### src/rtl/or_8bit_pkg.sv
// Shared definitions for the 8-bit ALU logic units (or/and/xor/not).
package or_8bit_pkg;

  // Datapath width of the 8-bit ALU.
  localparam int unsigned ALU_WIDTH = 8;

  // Status flags produced by every logic unit for the ALU flag logic.
  typedef struct packed {
    logic zero;      // result == 0
    logic all_ones;  // result == all ones
    logic parity;    // XOR-reduction of result, 1 = odd number of ones
  } alu_flags_t;

  // Flag values that correspond to a cleared (all-zero) result.
  localparam alu_flags_t FLAGS_RESET = '{zero: 1'b1, all_ones: 1'b0, parity: 1'b0};

endpackage

### src/rtl/or_8bit_logic_flags.sv
// Combinational zero / all-ones / parity flags of a WIDTH-bit value.
// Shared by the ALU logic units so that every unit reports flags identically.
module or_8bit_logic_flags
  import or_8bit_pkg::*;
#(
  parameter int unsigned WIDTH = ALU_WIDTH
) (
  input  logic [WIDTH-1:0] value_i,
  output alu_flags_t       flags_o
);

  // Reduce the value to its three status flags.
  always_comb begin
    flags_o          = FLAGS_RESET;
    flags_o.zero     = ~|value_i;
    flags_o.all_ones = &value_i;
    flags_o.parity   = ^value_i;
  end

endmodule

### src/rtl/or_8bit.sv
// Registered bitwise-OR unit for the 8-bit ALU datapath.
// One-cycle latency, one result per cycle, no backpressure. Result and flags are
// captured together from the same operand pair so they can never disagree.
module or_8bit
  import or_8bit_pkg::*;
#(
  parameter int unsigned WIDTH = ALU_WIDTH
) (
  input  logic             clk,
  input  logic             rst,
  input  logic             in_valid,
  input  logic [WIDTH-1:0] a,
  input  logic [WIDTH-1:0] b,
  output logic [WIDTH-1:0] out,
  output logic             out_valid,
  output logic             zero,
  output logic             all_ones,
  output logic             parity
);

  logic [WIDTH-1:0] result_d;
  logic [WIDTH-1:0] result_q;
  alu_flags_t       flags_d;
  alu_flags_t       flags_q;
  logic             valid_q;

  // Bitwise OR of the operands; no carries, no width growth.
  always_comb begin
    result_d = a | b;
  end

  or_8bit_logic_flags #(
    .WIDTH (WIDTH)
  ) u_flags (
    .value_i (result_d),
    .flags_o (flags_d)
  );

  // Capture result and flags only on accepted operands, so undefined operands
  // presented with in_valid low never reach the outputs.
  always_ff @(posedge clk or posedge rst) begin
    if (rst) begin
      result_q <= '0;
      flags_q  <= FLAGS_RESET;
      valid_q  <= 1'b0;
    end else begin
      valid_q <= in_valid;
      if (in_valid) begin
        result_q <= result_d;
        flags_q  <= flags_d;
      end
    end
  end

  // Drive the ports straight from the registers.
  always_comb begin
    out       = result_q;
    out_valid = valid_q;
    zero      = flags_q.zero;
    all_ones  = flags_q.all_ones;
    parity    = flags_q.parity;
  end

endmodule

### config.mk
export PLATFORM = sky130hd
export DESIGN_NAME = or_8bit
export DESIGN_NICKNAME = d
export VERILOG_FILES = /design/src/rtl/or_8bit_pkg.sv /design/src/rtl/or_8bit_logic_flags.sv /design/src/rtl/or_8bit.sv
export SDC_FILE = /design/constraint.sdc
export NUM_CORES = 1
export LEC_CHECK = 0
export CELL_PAD_IN_SITES_DETAIL_PLACEMENT = 0
export CELL_PAD_IN_SITES_GLOBAL_PLACEMENT = 1
export CORE_UTILIZATION = 25
export DETAILED_ROUTE_END_ITERATION = 16
export MAX_ROUTING_LAYER = met4
export PLACE_DENSITY_LB_ADDON = 0.15
export REMOVE_ABC_BUFFERS = 1
export SYNTH_ARGS = -nofsm -noshare
export SYNTH_HDL_FRONTEND = slang
export SYNTH_SLANG_ARGS = --single-unit
### constraint.sdc
create_clock -name clk -period 0.8 [get_ports clk]
set_input_delay 0.2 -clock clk [delete_from_list [all_inputs] [get_ports clk]]
set_output_delay 0.2 -clock clk [all_outputs]
set_load 0.005 [all_outputs]
After elaboration in Yosys (flattened, before gate mapping)
Index checks and enable logic that the tools add are counted.
{"block": "op_classes", "bitwise": 1, "reduce_logical": 4}
{"cell": "8-bit bitwise OR", "n": 1}
{"cell": "8-bit AND reduction", "n": 1}
{"cell": "8-bit OR reduction", "n": 1}
{"cell": "8-bit XOR reduction", "n": 1}
{"cell": "1-bit logical NOT", "n": 1}
{"block": "word_totals", "regBits": 12, "in_bits": 19, "output_inout_bits": 12, "word_cells": 10}

Logic depth before layout (Yosys ltp)
{"block": "logic_depth", "ltp_word": 3, "mapped_depth": 6, "depth_no_buf": 6}

Modules after synthesis
From an unflattened synthesis, not the netlist that was laid out.
{"block": "unflattened", "cells_unflattened": 54, "hier_area_um2": 725.7}
{"module": "or_8bit", "n_inst": 1, "cells_each": 33, "area_per_inst_um2": 551.8, "seq_area_each_um2": 301.5}
{"module": "or_8bit_logic_flags", "n_inst": 1, "cells_each": 21, "area_per_inst_um2": 173.9, "seq_area_each_um2": 0.0}

Worst setup path before layout
Ideal clock, no wire load.
{"block": "synth_timing", "kind": "input to register", "from": "input port b[2]", "to": "register flags_q (netlist bit parity)", "setup_ns": 0.125, "arrival_time_ns": 1.406, "required_ns": 0.675, "slack_ns": -0.731, "cell_stages": 5, "path_buffers": 0, "cell_sequence": "nor2_1 > ha_1 > xnor3_1 > xnor3_1 > mux2_4"}
{"block": "synth_via", "elab_chain_len": 2}
{"item": "start, declared", "line_no": "or_8bit.sv:13", "source": "input logic [WIDTH-1:0] b,"}
{"item": "8-bit bitwise OR", "line_no": "or_8bit.sv:29", "source": "result_d = a | b;"}
{"item": "8-bit XOR reduction", "line_no": "or_8bit_logic_flags.sv:17", "source": "flags_o.parity = ^value_i;"}
{"item": "end signal, assigned", "line_no": "or_8bit.sv:50", "source": "flags_q <= flags_d;"}
{"item": "end, declared", "line_no": "or_8bit.sv:24", "source": "alu_flags_t flags_q;"}
Every way passes these cells.
A chain may end at the register's enable or synchronous reset.

Final worst setup path
Ends and elaborated chain as after synthesis.

==> results.json <==
{
  "status": "finished with violations",
  "violations": "setup timing",
  "grt_pass1_vias": 638,
  "p_switching_w": 0.000462,
  "netlist_instances": 60,
  "swShare_pct": 26.2,
  "dpl_cell_area_um2": 1070,
  "skew_ns": 0,
  "rsz0062_at_grt": "true",
  "die_area_um2": 2650,
  "cts_inserted_buffers": 3,
  "drcViolationCount": 0,
  "required_ns": 0.97,
  "port_buffers": 30,
  "drt-total-wl_mm": 1.65,
  "area_growth_pct": 102,
  "core_um2": 2250,
  "dr.pass1.iters": 4,
  "fillers": 223,
  "setup_slack_ns": -0.492,
  "cp_max_fo": 2,
  "comb_power_share_pct": 32.2,
  "worst_pin_slew_ns": 0.177,
  "seq_area_frac_synth_pct": 49.3,
  "synth.area.top_cells": "dfrtp_1 (45%), ha_1 (10%), nor2_1 (8.6%)",
  "dp_hpwl_mm": 1.19,
  "htreeDepth": 1,
  "maxCapViolCount": 0,
  "clk_pin_slew_ns": 0.08,
  "n_antenna_cell": 0,
  "synth_seq_cells": 12,
  "clockPowerShare_pct": 28.3,
  "multi_input_area_um2": 409,
  "drtIter0Drc": 1,
  "reg2reg_slack_ns": -0.09,
  "crit_start": "b[2]",
  "grt.total_usage_pct": 15.5,
  "synth_cell_type_count": 17,
  "pin_count": 31,
  "gp_congestion": 0.722,
  "power_w": 0.00177,
  "grt_pass1_wl_mm": 2.86,
  "holdWs_ns": 0.121,
  "synth.avg_cell_area_um2": 10.2,
  "die_w_um": 51.5,
  "critPathMaxStageDelay_ns": 0.36,
  "path_cells": "buf_6 > nor2_4 > ha_4 > xnor3_1 > xnor3_1 > mux2_4",
  "p_per_area_nw_per_um2": 1430,
  "via_per_inst": 4.31,
  "antenna_found_initial": 0,
  "seqPwrFrac_pct": 39.6,
  "r2r_end": "parity",
  "fin_crit_sh_pct": 162,
  "yosys.area.top_type": "dfrtp_1",
  "cts_tree": "built",
  "wire_per_inst_um": 11.6,
  "reg2reg_from": "parity",
  "overflow": 0,
  "max-vdd-ir-drop_v": 0.000908,
  "yosys_warnings": 0,
  "synth_top_area_share_pct": 45.0,
  "cp_slowest_cell": "xnor3_1",
  "fmax_ghz": 0.774,
  "hold_viol": 0,
  "regArea_um2": 302,
  "nets": 140,
  "setup.worst_path.end": "parity",
  "min_path_type": "in2async",
  "clock_path_buffers": 2,
  "ant_nets": 0,
  "p_int_w": 0.00130,
  "holdBufCountCts": 0,
  "initial_core_util_pct": 27.1,
  "min_period_ns": 1.29,
  "relSlewSlack_pct": 88.2,
  "final_util_pct": 54.9,
  "maxSlewViolCount": 0,
  "cts_root_buffer": "clkbuf_4",
  "layout-drive-gt1-share_pct": 68.7,
  "rows": 17,
  "start_kind": "primary input",
  "setup_violations": 15,
  "cpMostUsedCell": "xnor3_1",
  "worstSkewPairLatency_ns": 0.28,
  "syn_area_um2": 612,
  "num_vias": 616,
  "p_leak_nw": 0.563,
  "reg2reg_depth": 2,
  "grt_start_max_net_pins": 8,
  "cts_sinks": 12,
  "end_kind": "register",
  "crit_arrival_ns": 1.46,
  "final_cell_area_um2": 1240,
  "die-height_um": 51.5,
  "setup-tns-final_ns": -3.08,
  "critPathKind": "in2reg"
}
## kinds of logic after synthesis
kind of cell / after synthesis / synth area share, %
and+or+nand+nor: 20 / 14.9
DFF: 12 / 49.3
buffers and inverters: 10 / 6.34
AOI/OAI and AO/OA: 9 / 7.57
adders and majority gates: 5 / 10.2
xor gates and xnor gates: 2 / 7.36
muxes: 2 / 4.29
## what timing repair did
action	in CTS	in global routing
buffers inserted	8	4
resized for setup	130	10
pin swaps	18	5
endpoints found under the setup margin	22	18
## flip-flops by register name, indices dropped and copies added (netlist names)
register	count
parity	1
out	8
zero	1
out_valid	1
all_ones	1
## stage by stage
| step | instances | setup slack [ns] |
|---|---|---|
| final | 143 | -0.492 |
| after global routing | 143 | -0.536 |
| after CTS | 140 | -0.562 |
| after detailed placement | 133 | -1.23 |
| after global placement | 133 | -1.21 |
| after floorplan | 58 | -0.731 |
## worst max-delay path, delay by kind of cell
| family | cells | cell delay, ns |
|---|---|---|
| multiplexers | 1 | 0.26 |
| adder cells (fa/ha/maj) | 1 | 0.21 |
| buffers and inverters | 1 | 0.09 |
| AND/OR/NAND/NOR | 1 | 0.14 |
| XOR/XNOR | 2 | 0.56 |
## how the worst min path moves through the flow
stage,from,to,slack [ns]
5_1_grt,rst,out[1],0.14
3_3_place_gp,rst,out[1],0.41
6_report,rst,out[1],0.12
3_5_place_dp,rst,out[1],0.42
4_1_cts,rst,out[1],0.12
2_1_floorplan,rst,all_ones,0.06
## cells in the mapped netlist
library cell  instances
nand3_1               2
dfrtp_1              11
mux2_2                1
buf_2                 1
nor2_1               14
nor2_2                1
nor2_4                1
nor3_1                1
o22ai_1               1
inv_1                 8
xnor3_1               2
ha_1                  5
a21oi_1               8
nand4_1               1
mux2_4                1
clkbuf_1              1
dfstp_2               1
## per-layer routing
layer  track usage (%)  up-vias  part of all wire [%]
li1                  -      302                     -
met1              19.7      286                    42
met2              22.9       23                    49
met3              2.68        5                   6.3
met4              9.46        0                   2.7
met5                 -        -                     0
## final cells by class
| type | count | area share, % |
|---|---|---|
| Inverter | 8 | 2.63 |
| Multi-Input combinational cell | 38 | 33.0 |
| Timing Repair Buffer | 53 | 34.2 |
| Clock buffer | 4 | 2.93 |
| Tap cell | 28 | 2.83 |
| Sequential cell | 12 | 24.3 |
## power groups by stage
stage	clock, W	combinational, W	sequential [W]
after floorplan	0	0.000166	0.000715
after global placement	0	0.000495	0.000716
after detailed placement	0	0.000503	0.000712
after CTS	0.000524	0.000536	0.000700
after global routing	0.000547	0.000626	0.000708
final	0.000499	0.000568	0.000699
## placed cells by master, fill, tap and decap left out, drive strengths merged
cell / instances
nand3: 2
dfstp: 1
nor3: 1
xnor3: 2
nand4: 1
buf: 47
mux2: 2
dlygate4sd2: 5
a21oi: 8
inv: 8
dfrtp: 11
o22ai: 1
ha: 5
nor2: 16
clkbuf: 4
clkdlybuf4s50: 1
Power figures use the tool's default switching activity.
